**config.mk**
```make
export PLATFORM = sky130hd
export DESIGN_NAME = mux2_rr_arbiter
export DESIGN_NICKNAME = d
export VERILOG_FILES = /design/src/rtl/mux2_rr_arbiter_pkg.sv /design/src/rtl/mux_2_to_1.sv /design/src/rtl/mux2_rr_arbiter.sv
export SDC_FILE = /design/constraint.sdc
export NUM_CORES = 1
export LEC_CHECK = 0
export CORE_MARGIN = 8
export CORE_UTILIZATION = 33
export CTS_CLUSTER_DIAMETER = 100
export DETAILED_ROUTE_END_ITERATION = 6
export PLACE_DENSITY = 0.83
export SLEW_MARGIN = 10
export SYNTH_ARGS = -nofsm -noshare
export SYNTH_HDL_FRONTEND = slang
export SYNTH_SLANG_ARGS = --single-unit
```
**constraint.sdc**
```tcl
create_clock -name clk -period 1.7 [get_ports clk]
set_input_delay 0.34 -clock clk [delete_from_list [all_inputs] [get_ports clk]]
set_output_delay 0.34 -clock clk [all_outputs]
set_load 0.05 [all_outputs]
```
**src/rtl/mux2_rr_arbiter_pkg.sv**
```systemverilog
// Shared definitions for the two-source round-robin output arbiter.
//   state_e : output-stage occupancy (EMPTY / FULL)
//   SRC0/1  : encoding of the winning source, as reported on out_src
package mux2_rr_arbiter_pkg;

  typedef enum logic {
    ST_EMPTY = 1'b0,
    ST_FULL  = 1'b1
  } state_e;

  localparam logic SRC0 = 1'b0;
  localparam logic SRC1 = 1'b1;

endpackage

```
**src/rtl/mux_2_to_1.sv**
```systemverilog
// Plain WIDTH-bit 2:1 data mux.
//   sel_i  : 0 selects in0_i, 1 selects in1_i
//   in0_i  : data leg 0
//   in1_i  : data leg 1
//   y_o    : selected word, passed through unchanged
module mux_2_to_1 #(
  parameter int WIDTH = 32
) (
  input  logic             sel_i,
  input  logic [WIDTH-1:0] in0_i,
  input  logic [WIDTH-1:0] in1_i,
  output logic [WIDTH-1:0] y_o
);

  assign y_o = sel_i ? in1_i : in0_i;

endmodule

```
**src/rtl/mux2_rr_arbiter.sv**
```systemverilog
// Round-robin arbiter sharing one registered WIDTH-bit output channel between
// two valid/ready producers. One word per cycle with out_ready held high.
//   clk, rst          : clock, async active-high reset
//   in0_valid/in0     : source 0 request and data;  in0_ready : source 0 accepted
//   in1_valid/in1     : source 1 request and data;  in1_ready : source 1 accepted
//   out_valid/out     : output stage occupancy and held word
//   out_src           : which source the held word came from
//   out_ready         : consumer takes the held word
module mux2_rr_arbiter
  import mux2_rr_arbiter_pkg::*;
#(
  parameter int   WIDTH     = 32,
  parameter logic INIT_LAST = 1'b1
) (
  input  logic             clk,
  input  logic             rst,
  input  logic             in0_valid,
  input  logic [WIDTH-1:0] in0,
  output logic             in0_ready,
  input  logic             in1_valid,
  input  logic [WIDTH-1:0] in1,
  output logic             in1_ready,
  output logic             out_valid,
  output logic [WIDTH-1:0] out,
  output logic             out_src,
  input  logic             out_ready
);

  state_e           state_q;
  logic [WIDTH-1:0] data_q;
  logic             src_q;
  logic             last_q;

  logic             any_valid;
  logic             gnt;
  logic             load_en;
  logic             accept;
  logic [WIDTH-1:0] mux_d;

  assign any_valid = in0_valid | in1_valid;

  // On a tie the source that did not win last time goes first.
  always_comb begin
    gnt = SRC0;
    if (in0_valid && in1_valid) gnt = ~last_q;
    else if (in1_valid)         gnt = SRC1;
  end

  // Stage can take a word when empty or when its current word leaves this cycle.
  assign load_en = (state_q == ST_EMPTY) | out_ready;
  assign accept  = load_en & any_valid;

  // rst gates the readys so nothing looks accepted while the stage is held clear.
  assign in0_ready = ~rst & load_en & in0_valid & (gnt == SRC0);
  assign in1_ready = ~rst & load_en & in1_valid & (gnt == SRC1);

  mux_2_to_1 #(.WIDTH(WIDTH)) u_mux (
    .sel_i (gnt),
    .in0_i (in0),
    .in1_i (in1),
    .y_o   (mux_d)
  );

  always_ff @(posedge clk or posedge rst) begin
    if (rst) begin
      state_q <= ST_EMPTY;
      data_q  <= '0;
      src_q   <= SRC0;
      last_q  <= INIT_LAST;
    end else begin
      case (state_q)
        ST_EMPTY: begin
          if (any_valid) begin
            state_q <= ST_FULL;
            data_q  <= mux_d;
            src_q   <= gnt;
            last_q  <= gnt;
          end
        end
        ST_FULL: begin
          // Drain and refill on the same edge; no bubble. A stall freezes everything.
          if (out_ready) begin
            if (any_valid) begin
              data_q <= mux_d;
              src_q  <= gnt;
              last_q <= gnt;
            end else begin
              state_q <= ST_EMPTY;
            end
          end
        end
        default: state_q <= ST_EMPTY;
      endcase
    end
  end

  assign out_valid = (state_q == ST_FULL);
  assign out       = data_q;
  assign out_src   = src_q;

  // accept is folded into the state machine above; kept for readability of the grant path.
  logic unused_accept;
  assign unused_accept = accept;

endmodule

```
* Word-level counts from Yosys, hierarchy flattened *
Index checks and enable logic that the tools add are counted.

storage, ports and cells
  register bits after elaboration = 35
  input bits = 69
  output and inout bits = 36
  word-level logic and storage cells = 32

cells by class
  eq/ne operators = 1
  muxes and demuxes = 15
  bitwise gates (word level) = 11
  reductions and logical operators = 1

operators by type and width
  kind                                  count
  32-bit two-way mux                    3
  32-bit case mux with 2 select lines   1
  1-bit two-way mux                     8
  1-bit case mux with 2 select lines    3
  1-bit AND                             5
  1-bit inverter                        4
  2-bit != test, second input constant  1
  1-bit OR                              2
  1-bit logical AND                     1

* Logic depth before layout (Yosys ltp) *
  depth after elaboration = 6
  mapped depth = 6

* Modules after synthesis *
Synthesis repeated with hierarchy kept, for this count alone.

second synthesis, totals
  cells, all modules = 118
  area, all modules = 2044.5 um^2

modules (own cells, without submodules)
  module           times used  cells an instance  area an instance (um^2)  sequential area each (um^2)
  mux2_rr_arbiter  1           82                 1500.2                   877.1
  mux_2_to_1       1           36                 544.3                    0.0

* Worst setup path before layout *
OpenSTA, ideal clock, no wires.

  kind = input -> output
  start point = in rst
  end point = out in0_ready
  data arrival time = 1.927 ns
  path slack = -0.567 ns
  cell stages on the path = 3
  path buffers = 0
  cell sequence = inv_1 nand3_1 nor2_1

on the way
  cells in the longest elaborated chain, start to end = 4

RTL lines
  element                  line                   text
  from (decl)              mux2_rr_arbiter.sv:16  input logic rst,
  1-bit inverter           mux2_rr_arbiter.sv:54  assign in0_ready = ~rst & load_en & in0_valid & (gnt == SRC0);
  1-bit AND (3 in series)  mux2_rr_arbiter.sv:54
  to (decl)                mux2_rr_arbiter.sv:19  output logic in0_ready,

No other way between the ends.

* Final worst setup path *
  start point = in rst
  end point = out in1_ready

on the way
  cells in the longest elaborated chain, start to end = 4

RTL lines
  element                  line                   text
  1-bit inverter           mux2_rr_arbiter.sv:55  assign in1_ready = ~rst & load_en & in1_valid & (gnt == SRC1);
  1-bit AND (3 in series)  mux2_rr_arbiter.sv:55
  to (decl)                mux2_rr_arbiter.sv:22  output logic in1_ready,

No other way between the ends.

==> flow_metrics.tcl <==
set metrics [dict create \
    dieWidth_um 87.3 \
    outcome "finished clean" \
    fin_area_um2 2950 \
    grt_pass1_wl_um 9400 \
    avgSynthCellArea_um2 8.69 \
    core_um2 5010 \
    diodes 0 \
    cts-buffers-inserted 5 \
    clock_sinks 35 \
    post_cts_buffers 0 \
    worstMarginPinSlew_ns 0.253 \
    post-route-period-util 0.967 \
    reg2reg_setup_slack_ns 0.44 \
    crit_path_end_kind "primary output" \
    clkTransAtPathRegs_ns 0.08 \
    rows 26 \
    syn_nets 262 \
    crit_fanout 4 \
    synthCells 193 \
    crit_path_start_kind "input pin" \
    place_area_um2 2800 \
    clock_skew_ns 0.0140 \
    cts_root_buf "clkbuf_8" \
    antenna_found_initial 0 \
    drv_slew 0 \
    max_freq_mhz 609 \
    instances_no_fill 372 \
    reg2reg_from "last_q$_DFFE_PP1P_" \
    grt_pass1_vias 1972 \
    crit_type "in2out" \
    synth_area_leader_cell "dfrtp_1" \
    r2r_end "out[20]$_DFFE_PP0P_" \
    synth.area.top_cells "dfrtp_1 51%, nand2_1 14%, a31oi_1 12%" \
    setup_ws_ns 0.0568 \
    drtIter0Drc 94 \
    hold_slack_ns 0.470 \
    dieArea_um2 7620 \
    dpl_worst_slack_ns -0.0594 \
    grt_setup_unrepaired "false" \
    cp.arrival_ns 1.30 \
    reg2reg_depth 4 \
    multi_input_area_um2 727 \
    synth_top_area_frac 0.507 \
    power_mw 3.22 \
    cts_tree "done" \
    clk_latency_ns 0.29 \
    drive_above_1_share 0.235 \
    cts_hold_buf 0 \
    drt-vias-per-instance 4.85 \
    p_per_area_nw_per_um2 1090 \
    seq_area_um2 878 \
    utilization 0.589 \
    setup_tns_ns 0 \
    cp.required_ns 1.36 \
    syn-cell-area_um2 1680 \
    grt_usage 0.156 \
    wl_per_cell_um 15.4 \
    cp-startpoint "rst" \
    ys_warn_count 0 \
    synth_cell_types 18 \
    gp_congestion 0.690 \
    fin_crit_ns 1.64 \
    fill_cells 468 \
    htree_num_levels 2 \
    drtPass1Iterations 4 \
    io_pins 105 \
    drcViolationCount 0 \
    dp_hpwl_um 4420 \
    nets 370 \
    hold_violations 0 \
    setup_viol 0 \
    drv_cap 0 \
    min_path_type "in2async" \
    cts_buffer_depth 2 \
    slew_headroom 0.831 \
    globalRouteOverflowTotal 0 \
    dp_cells 364 \
    p_leak_nw 1.27 \
    antenna_left 0 \
    ir_worst_vdd_uv 477 \
    initial_utilization 0.335 \
    port_buffers 104 \
    vias 1806 \
    syn_to_final_growth_pct 75.9 \
    totalWireLength_um 5740 \
    yosysSeqAreaShare 0.523 \
    grt_start_max_net_pins 22 \
    die_h_um 87.3 \
    ys_seq_elements 35 \
]
repair_timing:
item | CTS | global route
pin swaps | 1 | 1
gates cloned | 0 | 0
gates resized for setup | 4 | 2
setup endpoints to repair | 2 | 1
cell usage in the layout (no fill, tap or decap), drive strengths merged:
master	count
bufinv	2
nand2	64
a31oi	32
mux2	2
clkbuf	5
a21boi	1
dfrtp	34
clkinvlp	2
and3	1
a21bo	1
nand3	1
and2	1
nor2	1
clkdlybuf4s50	66
or2	1
dfstp	1
buf	51
a21oi	32
nand2b	2
dlygate4sd2	2
flip-flops by register name, summed over array words and instances, names as in the netlist:
register / flops
out: 32
last_q: 1
out_src: 1
out_valid: 1
cell usage after synthesis:
cell	n
mux2_4	2
and2_4	1
a21boi_2	1
or2_1	1
clkbuf_1	10
inv_1	1
and3_1	1
a31oi_1	32
nor2_1	1
buf_2	4
a21oi_1	32
nand2b_1	2
buf_6	4
a21bo_2	1
nand3_1	1
dfrtp_1	34
dfstp_2	1
nand2_1	64
metal layers:
layer | part of all wire | GRT usage | vias to the layer above | wire length (µm)
met4 | 0.014 | 0.0594 | 0 | 82
met1 | 0.39 | 0.169 | 847 | 2250
li1 | - | - | 879 | -
met3 | 0.091 | 0.0547 | 6 | 520
met5 | 0 | 0 | - | 0
met2 | 0.50 | 0.270 | 74 | 2890
worst max-delay path by stage:
stage | to | slack (ns) | depth (start not counted)
after floorplan | in1_ready | 0.03 | 2
after global placement | in0_ready | -0.03 | 5
after detailed placement | out[9]$_DFFE_PP0P_ | -0.06 | 5
after CTS | in0_ready | 0.008 | 5
after global routing | in1_ready | 0.001 | 4
final | in1_ready | 0.06 | 4
kinds of logic (layout without fill, tap and decap cells):
family,count (synthesis),count (layout),share of synthesized area
simple gates,71,71,0.169
compound gates,66,66,0.227
mux,2,2,0.0179
flops,35,35,0.523
buf+inv,19,128,0.0634
cell type report:
class                           count  area share
Timing Repair Buffer              119       0.378
Sequential cell                    35       0.298
Multi-Input combinational cell    139       0.246
Tap cell                           70      0.0297
Clock buffer                        5      0.0233
Clock inverter                      3      0.0229
Inverter                            1     0.00254
report_power, final:
part	switching, mW	total (mW)	internal (mW)	leakage, nW
Clock	0.317	0.903	0.585	0.0644
Sequential	0.0806	1.05	0.972	0.392
Combinational	0.786	1.26	0.475	0.815
critical path: stages:
cell	delay, ns
clkdlybuf4s50_1	0.50
clkinvlp_4	0.13
and3_4	0.19
buf_12	0.14
Note: power is estimated with default switching activity, not from simulation.
